<file path="src/rtl/t_ff_bank.sv">
// Bank of WIDTH T flip-flops with enable, parallel load, level/edge toggle mode,
// per-bit toggle flags and a saturating activity counter. Define T_FF_BANK_PARITY_EN to add the parity output.
module t_ff_bank #(
   parameter int               WIDTH     = 8,
   parameter int               EDGE_MODE = 0,
   parameter logic [WIDTH-1:0] RESET_VAL = {WIDTH{1'b0}},
   parameter int               CNT_W     = 8
) (
   input  logic             clk,
   input  logic             reset,
   input  logic             en,
   input  logic             load,
   input  logic [WIDTH-1:0] d,
   input  logic [WIDTH-1:0] t,
   output logic [WIDTH-1:0] q,
   output logic [WIDTH-1:0] toggled,
   output logic             any_toggle,
`ifdef T_FF_BANK_PARITY_EN
   output logic             parity,
`endif
   output logic [CNT_W-1:0] tcount
);

   localparam logic [CNT_W-1:0] CNT_MAX = {CNT_W{1'b1}};

   logic [WIDTH-1:0] t_prev;
   logic [WIDTH-1:0] req;
   logic [WIDTH-1:0] q_next;
   logic [WIDTH-1:0] tog_next;
   logic             any_next;
   logic [CNT_W-1:0] cnt_next;

   // Edge mode only sees rising edges that the history register also observed.
   assign req = (EDGE_MODE != 0) ? (t & ~t_prev) : t;

   always_comb begin
      q_next   = q;
      tog_next = '0;
      if (load) begin
         q_next = d;
      end else if (en) begin
         q_next   = q ^ req;
         tog_next = req;
      end
      any_next = |tog_next;
      cnt_next = tcount;
      if (any_next && (tcount != CNT_MAX)) begin
         cnt_next = tcount + CNT_W'(1);
      end
   end

   always_ff @(posedge clk) begin
      if (reset) begin
         q          <= RESET_VAL;
         toggled    <= '0;
         any_toggle <= 1'b0;
         tcount     <= '0;
         t_prev     <= t;
      end else begin
         q          <= q_next;
         toggled    <= tog_next;
         any_toggle <= any_next;
         tcount     <= cnt_next;
         t_prev     <= t;
      end
   end

`ifdef T_FF_BANK_PARITY_EN
   always_ff @(posedge clk) begin
      if (reset) begin
         parity <= ^RESET_VAL;
      end else begin
         parity <= ^q_next;
      end
   end
`endif

endmodule

</file>
<file path="config.mk">
export PLATFORM = sky130hd
export DESIGN_NAME = t_ff_bank
export DESIGN_NICKNAME = d
export VERILOG_FILES = /design/src/rtl/t_ff_bank.sv
export SDC_FILE = /design/constraint.sdc
export NUM_CORES = 1
export LEC_CHECK = 0
export ABC_AREA = 1
export ABC_CLOCK_PERIOD_IN_PS = 2000
export CAP_MARGIN = 25
export CORE_MARGIN = 1.5
export CORE_UTILIZATION = 46
export DETAILED_ROUTE_END_ITERATION = 8
export MAX_ROUTING_LAYER = met4
export PLACE_DENSITY = 0.84
export SETUP_SLACK_MARGIN = 0.5
export SYNTH_ARGS = -nofsm -noshare
export SYNTH_HDL_FRONTEND = slang
export SYNTH_SLANG_ARGS = --single-unit
</file>
<file path="constraint.sdc">
create_clock -name clk -period 2 [get_ports clk]
set_input_delay 0.2 -clock clk [delete_from_list [all_inputs] [get_ports clk]]
set_output_delay 0.2 -clock clk [all_outputs]
set_load 0.02 [all_outputs]
</file>
==> metrics.log <==
[metrics] Relative slew margins: 63.6%
[metrics] Buffers on Ports: 44
[metrics] arrival time reported for the critical path endpoint: 1.24 ns
[metrics] total power per unit cell area: 599 nW/µm²
[metrics] setup slack of the critical path after layout: 0.559 ns
[metrics] area occupied by multi-input gates: 579 µm²
[metrics] Required @ worst endpoint: approximately 1.8 ns
[metrics] Hold Path Sink: q[5]$_SDFFE_PP0P_
[metrics] # rows: 17
[metrics] Psw: 274 µW
[metrics] H-tree depth: 1
[metrics] Warnings, synthesis: 0
[metrics] synthesized instance count: 160
[metrics] HP Start: d[5]
[metrics] vias: 1,185
[metrics] nets in the synthesized netlist: 181
[metrics] total count of max-transition violations in the final report: 0
[metrics] vertical extent of the die: approximately 53 µm
[metrics] detailed-route wire length per cell: 11.4 µm
[metrics] flop-to-flop setup slack: 0.56 ns
[metrics] class of the most critical hold timing path: input pin to flop
[metrics] setup repair after global routing missed its margin: false
[metrics] slowest stage cell on the critical path: sky130_fd_sc_hd__clkdlybuf4s50_1
[metrics] Worst Setup End Kind: output pin
[metrics] kind of critical path: flop to output pin
[metrics] cell area after synthesis: 1150 µm²
[metrics] wire length of the first global-routing pass: 4190 µm
[metrics] cell depth of the worst flop-to-flop path: 8
[metrics] number of global-route vias before repair: 1,077
[metrics] remaining global-route overflow: 0
[metrics] total stage count of the critical path: 1
[metrics] CTS sink cnt: 25
[metrics] Seq pwr share: between 50% and 60%
[metrics] critical register-to-register path endpoint: tcount[5]$_SDFFE_PP0P_
[metrics] core box area: 2300 µm²
[metrics] skew final: about 0.0013 ns
[metrics] Inserted Clock Buffers: 3
[metrics] number of antenna violations at the first check in global routing: 0
[metrics] post-route DRC violation count: 0
[metrics] Final nets: about 230
[metrics] Finished Layout Cells: 233
[metrics] outcome: completed
[metrics] Total Wirelength: 2660 µm
[metrics] clock period minus worst slack: 1.44 ns
[metrics] mean cell area of the mapped netlist: 7.22 µm²
[metrics] CTS clk-pin slew, worst paths: 0.12 ns
[metrics] final antenna diode count: 0
[metrics] highest ir drop seen on vdd: about 0.39 mV
[metrics] Yosys reg bits: 25
[metrics] global routing usage summed across all routing layers: between 20 and 25%
[metrics] Starting DRT DRC Count: 18
[metrics] CP max FO: 1
[metrics] period utilization: just over 70%
[metrics] # setup viols final: 0
[metrics] startpoint type of the worst setup path: flop
[metrics] Die Outline Area: 2820 µm²
[metrics] internal power contribution: about 700 µW
[metrics] detailed placer's ending HPWL: 2050 µm
[metrics] Clk network pwr share: 22.0%
[metrics] initial core utilization: 50.3%
[metrics] remaining number of nets flagged by the antenna check after routing: 0
[metrics] commonest cells after routing, fill and taps aside: sky130_fd_sc_hd__nand2_1, sky130_fd_sc_hd__clkdlybuf4s50_1, sky130_fd_sc_hd__nor2_1, sky130_fd_sc_hd__dfxtp_1, sky130_fd_sc_hd__dlygate4sd2_1
[metrics] startpoint of the lowest-slack register-to-register path: tcount[0]$_SDFFE_PP0P_
[metrics] switching fraction of total power: 28.1%
[metrics] number of primary I/O pins: 45
[metrics] Final Hold Vio Count: 0
[metrics] cell count of the worst hold path: 3
[metrics] Area growth syn-to-layout: 41.1%
[metrics] fill cell instance count of the final layout: 213
[metrics] power share of the combinational group: between 20% and 30%
[metrics] share of layout cells above drive strength 1: 7.80%
[metrics] max_cap viols: 0
[metrics] clock tree from TritonCTS: done
[metrics] hold slack final: between 0.4 and 0.5 ns
[metrics] maximum number of pins on one net before global-route repair: 19
[metrics] fraction of the yosys area taken by sequential cells: 43.3%
[metrics] width of the die: 53.1 µm
[metrics] number of library cell types mapped by synthesis: 18
[metrics] list of cells traversed by the critical path: clkdlybuf4s50_1
[metrics] final setup TNS: 0 ns
[metrics] Storage cell area: 505 µm²
[metrics] clock latency reported for the late side of the worst-skew pair: 0.30 ns
[metrics] router iterations before antenna repair: 4
[metrics] fmax: 0.694 GHz
[metrics] number of instances in the placed design: 229
[metrics] leakage power figure: 0.000755 µW
[metrics] most common cell after layout, fill and taps aside: sky130_fd_sc_hd__nand2_1
[metrics] global placement routability congestion: 0.726
[metrics] buffers inserted during post-CTS setup optimization: 0
[metrics] slew at the pin with the worst max-slew slack: 0.543 ns
[metrics] average via count per standard cell: a little over 5
[metrics] count of buffering cells on the critical path with inverters included: 1
[metrics] clock root buffer: sky130_fd_sc_hd__clkbuf_4
[metrics] top cell family by delay on the critical path: buffers and inverters
[metrics] delay of the slowest cell on the worst path: between 0.5 and 0.6 ns
[metrics] worst slack at placement: 0.262 ns
[metrics] number of buffers between clock root and the deepest sink: 2
flip-flops by register name, summed over array words and instances (netlist names):
name,flops
toggled,8
tcount,8
any_toggle,1
q,8
layer usage:
layer  global-route usage (%)  wire, µm  vias up
li1                         -         -      607
met1                     21.0      1110      537
met2                     39.8      1410       41
met3                     2.82       140        0
met4                     4.70         0        0
met5                        -         0        -
power groups by stage:
stage          Sequential [µW]  Clock (µW)  Combinational, µW
4_1_cts                    545         224                217
3_5_place_dp               556           0                229
6_report                   546         214                216
5_1_grt                    549         245                235
2_1_floorplan              584           0               96.2
3_3_place_gp               554           0                223
layout make-up:
class                      instances  share of cell area [%]
tap                               28                    2.15
multi-input combinational        118                    35.6
timing repair buffer              46                    26.7
sequential                        25                    31.0
clock buffer                       4                    1.61
inverter                          12                    2.92
cells by family after synthesis:
group,share of synthesized area [%]
adders and majority gates,1.08
AOI/OAI and AO/OA,8.67
xor gates and xnor gates,6.07
and+or+nand+nor,33.7
DFF,43.3
buffers and inverters,7.15
metrics by stage:
stage          util, %  total power, µW  instance area, µm²
2_1_floorplan        -              680                1150
3_3_place_gp      70.1              777                1610
3_5_place_dp      70.1              785                1610
4_1_cts           70.6              986                1620
5_1_grt           70.9             1030                1630
6_report          70.9              976                1630
how the worst max path moves through the flow:
stage | end | from
floorplan | tcount[5]$_SDFFE_PP0P_ | tcount[0]$_SDFFE_PP0P_
global placement | tcount[2]$_SDFFE_PP0P_ | en
detailed placement | tcount[1]$_SDFFE_PP0P_ | en
CTS | tcount[5]$_SDFFE_PP0P_ | tcount[1]$_SDFFE_PP0P_
global route | toggled[1] | toggled[1]$_SDFF_PP0_
finish | toggled[1] | toggled[1]$_SDFF_PP0_
worst register-to-register path, stage by stage, from the launching register on:
cell and delay, ns:
sky130_fd_sc_hd__dfxtp_4 0.39, sky130_fd_sc_hd__ha_1 0.20, sky130_fd_sc_hd__nand2_1 0.09, sky130_fd_sc_hd__nor2_1 0.16, sky130_fd_sc_hd__nand3_2 0.15, sky130_fd_sc_hd__nand2_1 0.09, sky130_fd_sc_hd__inv_1 0.05, sky130_fd_sc_hd__a21oi_1 0.16
sky130_fd_sc_hd__nor2_1 0.06
cell usage after synthesis:
master	count	area [µm²]
sky130_fd_sc_hd__nand2_1	42	158
sky130_fd_sc_hd__dfxtp_1	25	500
sky130_fd_sc_hd__nand2_2	2	12.5
sky130_fd_sc_hd__nor2_1	24	90.1
sky130_fd_sc_hd__a31oi_1	8	50.1
sky130_fd_sc_hd__xor2_1	8	70.1
sky130_fd_sc_hd__ha_1	1	12.5
sky130_fd_sc_hd__a21oi_1	10	50.1
sky130_fd_sc_hd__nor2_2	2	12.5
sky130_fd_sc_hd__nand4_1	1	6.26
sky130_fd_sc_hd__nor3_1	3	15.0
sky130_fd_sc_hd__nand3_2	2	20.0
sky130_fd_sc_hd__clkbuf_1	2	7.51
sky130_fd_sc_hd__buf_6	2	22.5
sky130_fd_sc_hd__inv_4	1	6.26
sky130_fd_sc_hd__nand3_1	15	75.1
sky130_fd_sc_hd__inv_1	11	41.3
sky130_fd_sc_hd__buf_2	1	5.00
what timing repair did:
action | CTS | global route
hold buffers | 0 | 0
gates resized for setup | 18 | 3
pin swaps | 0 | 0
endpoints found under the setup margin | 17 | 5
Note: power is estimated with default switching activity, not from simulation.
==> RTL change: new RTL, same settings <==
Add an input register stage for `en`, `load`, `d` and `t`; this delays them by one clock.
--- a/src/rtl/t_ff_bank.sv
+++ b/src/rtl/t_ff_bank.sv
@@ -23,6 +23,18 @@
 
    localparam logic [CNT_W-1:0] CNT_MAX = {CNT_W{1'b1}};
 
+   logic en_q;
+   logic load_q;
+   logic [WIDTH-1:0] d_q;
+   logic [WIDTH-1:0] t_q;
+
+   always_ff @(posedge clk) begin
+      en_q   <= en;
+      load_q <= load;
+      d_q    <= d;
+      t_q    <= t;
+   end
+
    logic [WIDTH-1:0] t_prev;
    logic [WIDTH-1:0] req;
    logic [WIDTH-1:0] q_next;
@@ -31,14 +43,14 @@
    logic [CNT_W-1:0] cnt_next;
 
    // Edge mode only sees rising edges that the history register also observed.
-   assign req = (EDGE_MODE != 0) ? (t & ~t_prev) : t;
+   assign req = (EDGE_MODE != 0) ? (t_q & ~t_prev) : t_q;
 
    always_comb begin
       q_next   = q;
       tog_next = '0;
-      if (load) begin
-         q_next = d;
-      end else if (en) begin
+      if (load_q) begin
+         q_next = d_q;
+      end else if (en_q) begin
          q_next   = q ^ req;
          tog_next = req;
       end
@@ -55,13 +67,13 @@
          toggled    <= '0;
          any_toggle <= 1'b0;
          tcount     <= '0;
-         t_prev     <= t;
+         t_prev     <= t_q;
       end else begin
          q          <= q_next;
          toggled    <= tog_next;
          any_toggle <= any_next;
          tcount     <= cnt_next;
-         t_prev     <= t;
+         t_prev     <= t_q;
       end
    end
 
Behaviour: not the same (Yosys sat finds a counterexample within 4 cycles, from zero or initial values and one cycle with reset high).
==> RTL change against the original RTL <==
Sequential cell count is 18 higher; power is 69% higher; clock power is 140% higher; clock skew is 0.0045 ns higher; wire length is 3.5% higher; register-to-register slack better by 0.07 ns; setup slack worse by 0.013 ns; cell area is 27% higher; area after synthesis is 31% higher.
==> RTL change: results (changes against the original RTL) <==
The global routing met2 resource utilization is 28.6% (was 39.8%). Worst setup timing slack at the placement stage: 0.478 ns (was 0.262 ns). For the global-route wire length before repair, the log shows 4910 um (was 4190 um).

The tools report the global routing usage on met3 as 4.55% (was 2.82%). The maximum level of the CTS H-tree is 2 (was 1). The run gives 0.871 (was 0.726) as the routability congestion estimate. The length of routed wiring on met1 came out at 1310 um (was 1110 um). The number of clock sinks seen by CTS is 43 (was 25), and the slew at the pin closest to its max-slew limit is 0.529 ns (was 0.543 ns). Via count of the first global-routing pass: 1200 (was 1077). The total number of tap cells came out at 44 (was 28).

The logs give 176 (was 160) for the cell count after synthesis and 0.551 mV (was 0.391 mV) for the peak supply drop. The run gives 18.9% (was 20.3%) as the total global routing track utilization. The tools report the worst-case register-to-register setup slack as 0.63 ns (was 0.56 ns).

Top cells by area in the synthesized netlist: sky130_fd_sc_hd__dfxtp_1 57%, sky130_fd_sc_hd__nand2_1 11%, sky130_fd_sc_hd__nor2_1 5.7% (was sky130_fd_sc_hd__dfxtp_1 43%, sky130_fd_sc_hd__nand2_1 14%, sky130_fd_sc_hd__nor2_1 7.8%). The clock buffer and inverter area fraction after layout is 3.64% (was 1.61%). For the leakage power, the log shows 1.04 nW (was 0.755 nW). The flow ran to the end, and the final reports show no timing, DRC or antenna violations. Highest routed metal layer: met4 (was met3).

The tools report the filler-free cell count of the finished design as 267 (was 233). For the number of multi-input combinational cells, the log shows 116 (was 118). The fraction of final layout cells with drive strength greater than 1 works out to 8.97% (was 7.80%). The share of the synthesized area in compound gates (AO/OA/AOI/OAI) is 6.88% (was 8.67%), and the setup skew after layout is 0.00578 ns (was 0.00126 ns).
## RTL change: cell count changes after synthesis
cell                      delta
sky130_fd_sc_hd__dfxtp_1    +18
sky130_fd_sc_hd__a21oi_2     +1
sky130_fd_sc_hd__nand2_1     +1
sky130_fd_sc_hd__nor3_1      -1
sky130_fd_sc_hd__a21oi_1     -1
sky130_fd_sc_hd__nor2_1      -1
sky130_fd_sc_hd__nand3_1     -1
## RTL change: power by group
part	total [mW]	internal (mW)	switching, mW
sequential	0.935	0.901	0.0343
clock	0.514	0.256	0.258
combinational	0.200	0.0960	0.104
total	1.65	1.25	0.396
## RTL change: final timing paths
| path | end | cells past startpoint |
|---|---|---|
| setup / recovery | toggled[3] | 1 |
| hold / removal | load_q | 1 |
| setup reg to reg | tcount[4] | 8 |
| hold reg to reg | q[2] | 2 |
## RTL change: timing repair
action,in CTS,in global routing
setup endpoints to repair,26,14
resized for setup,19,11
hold buffers,0,0
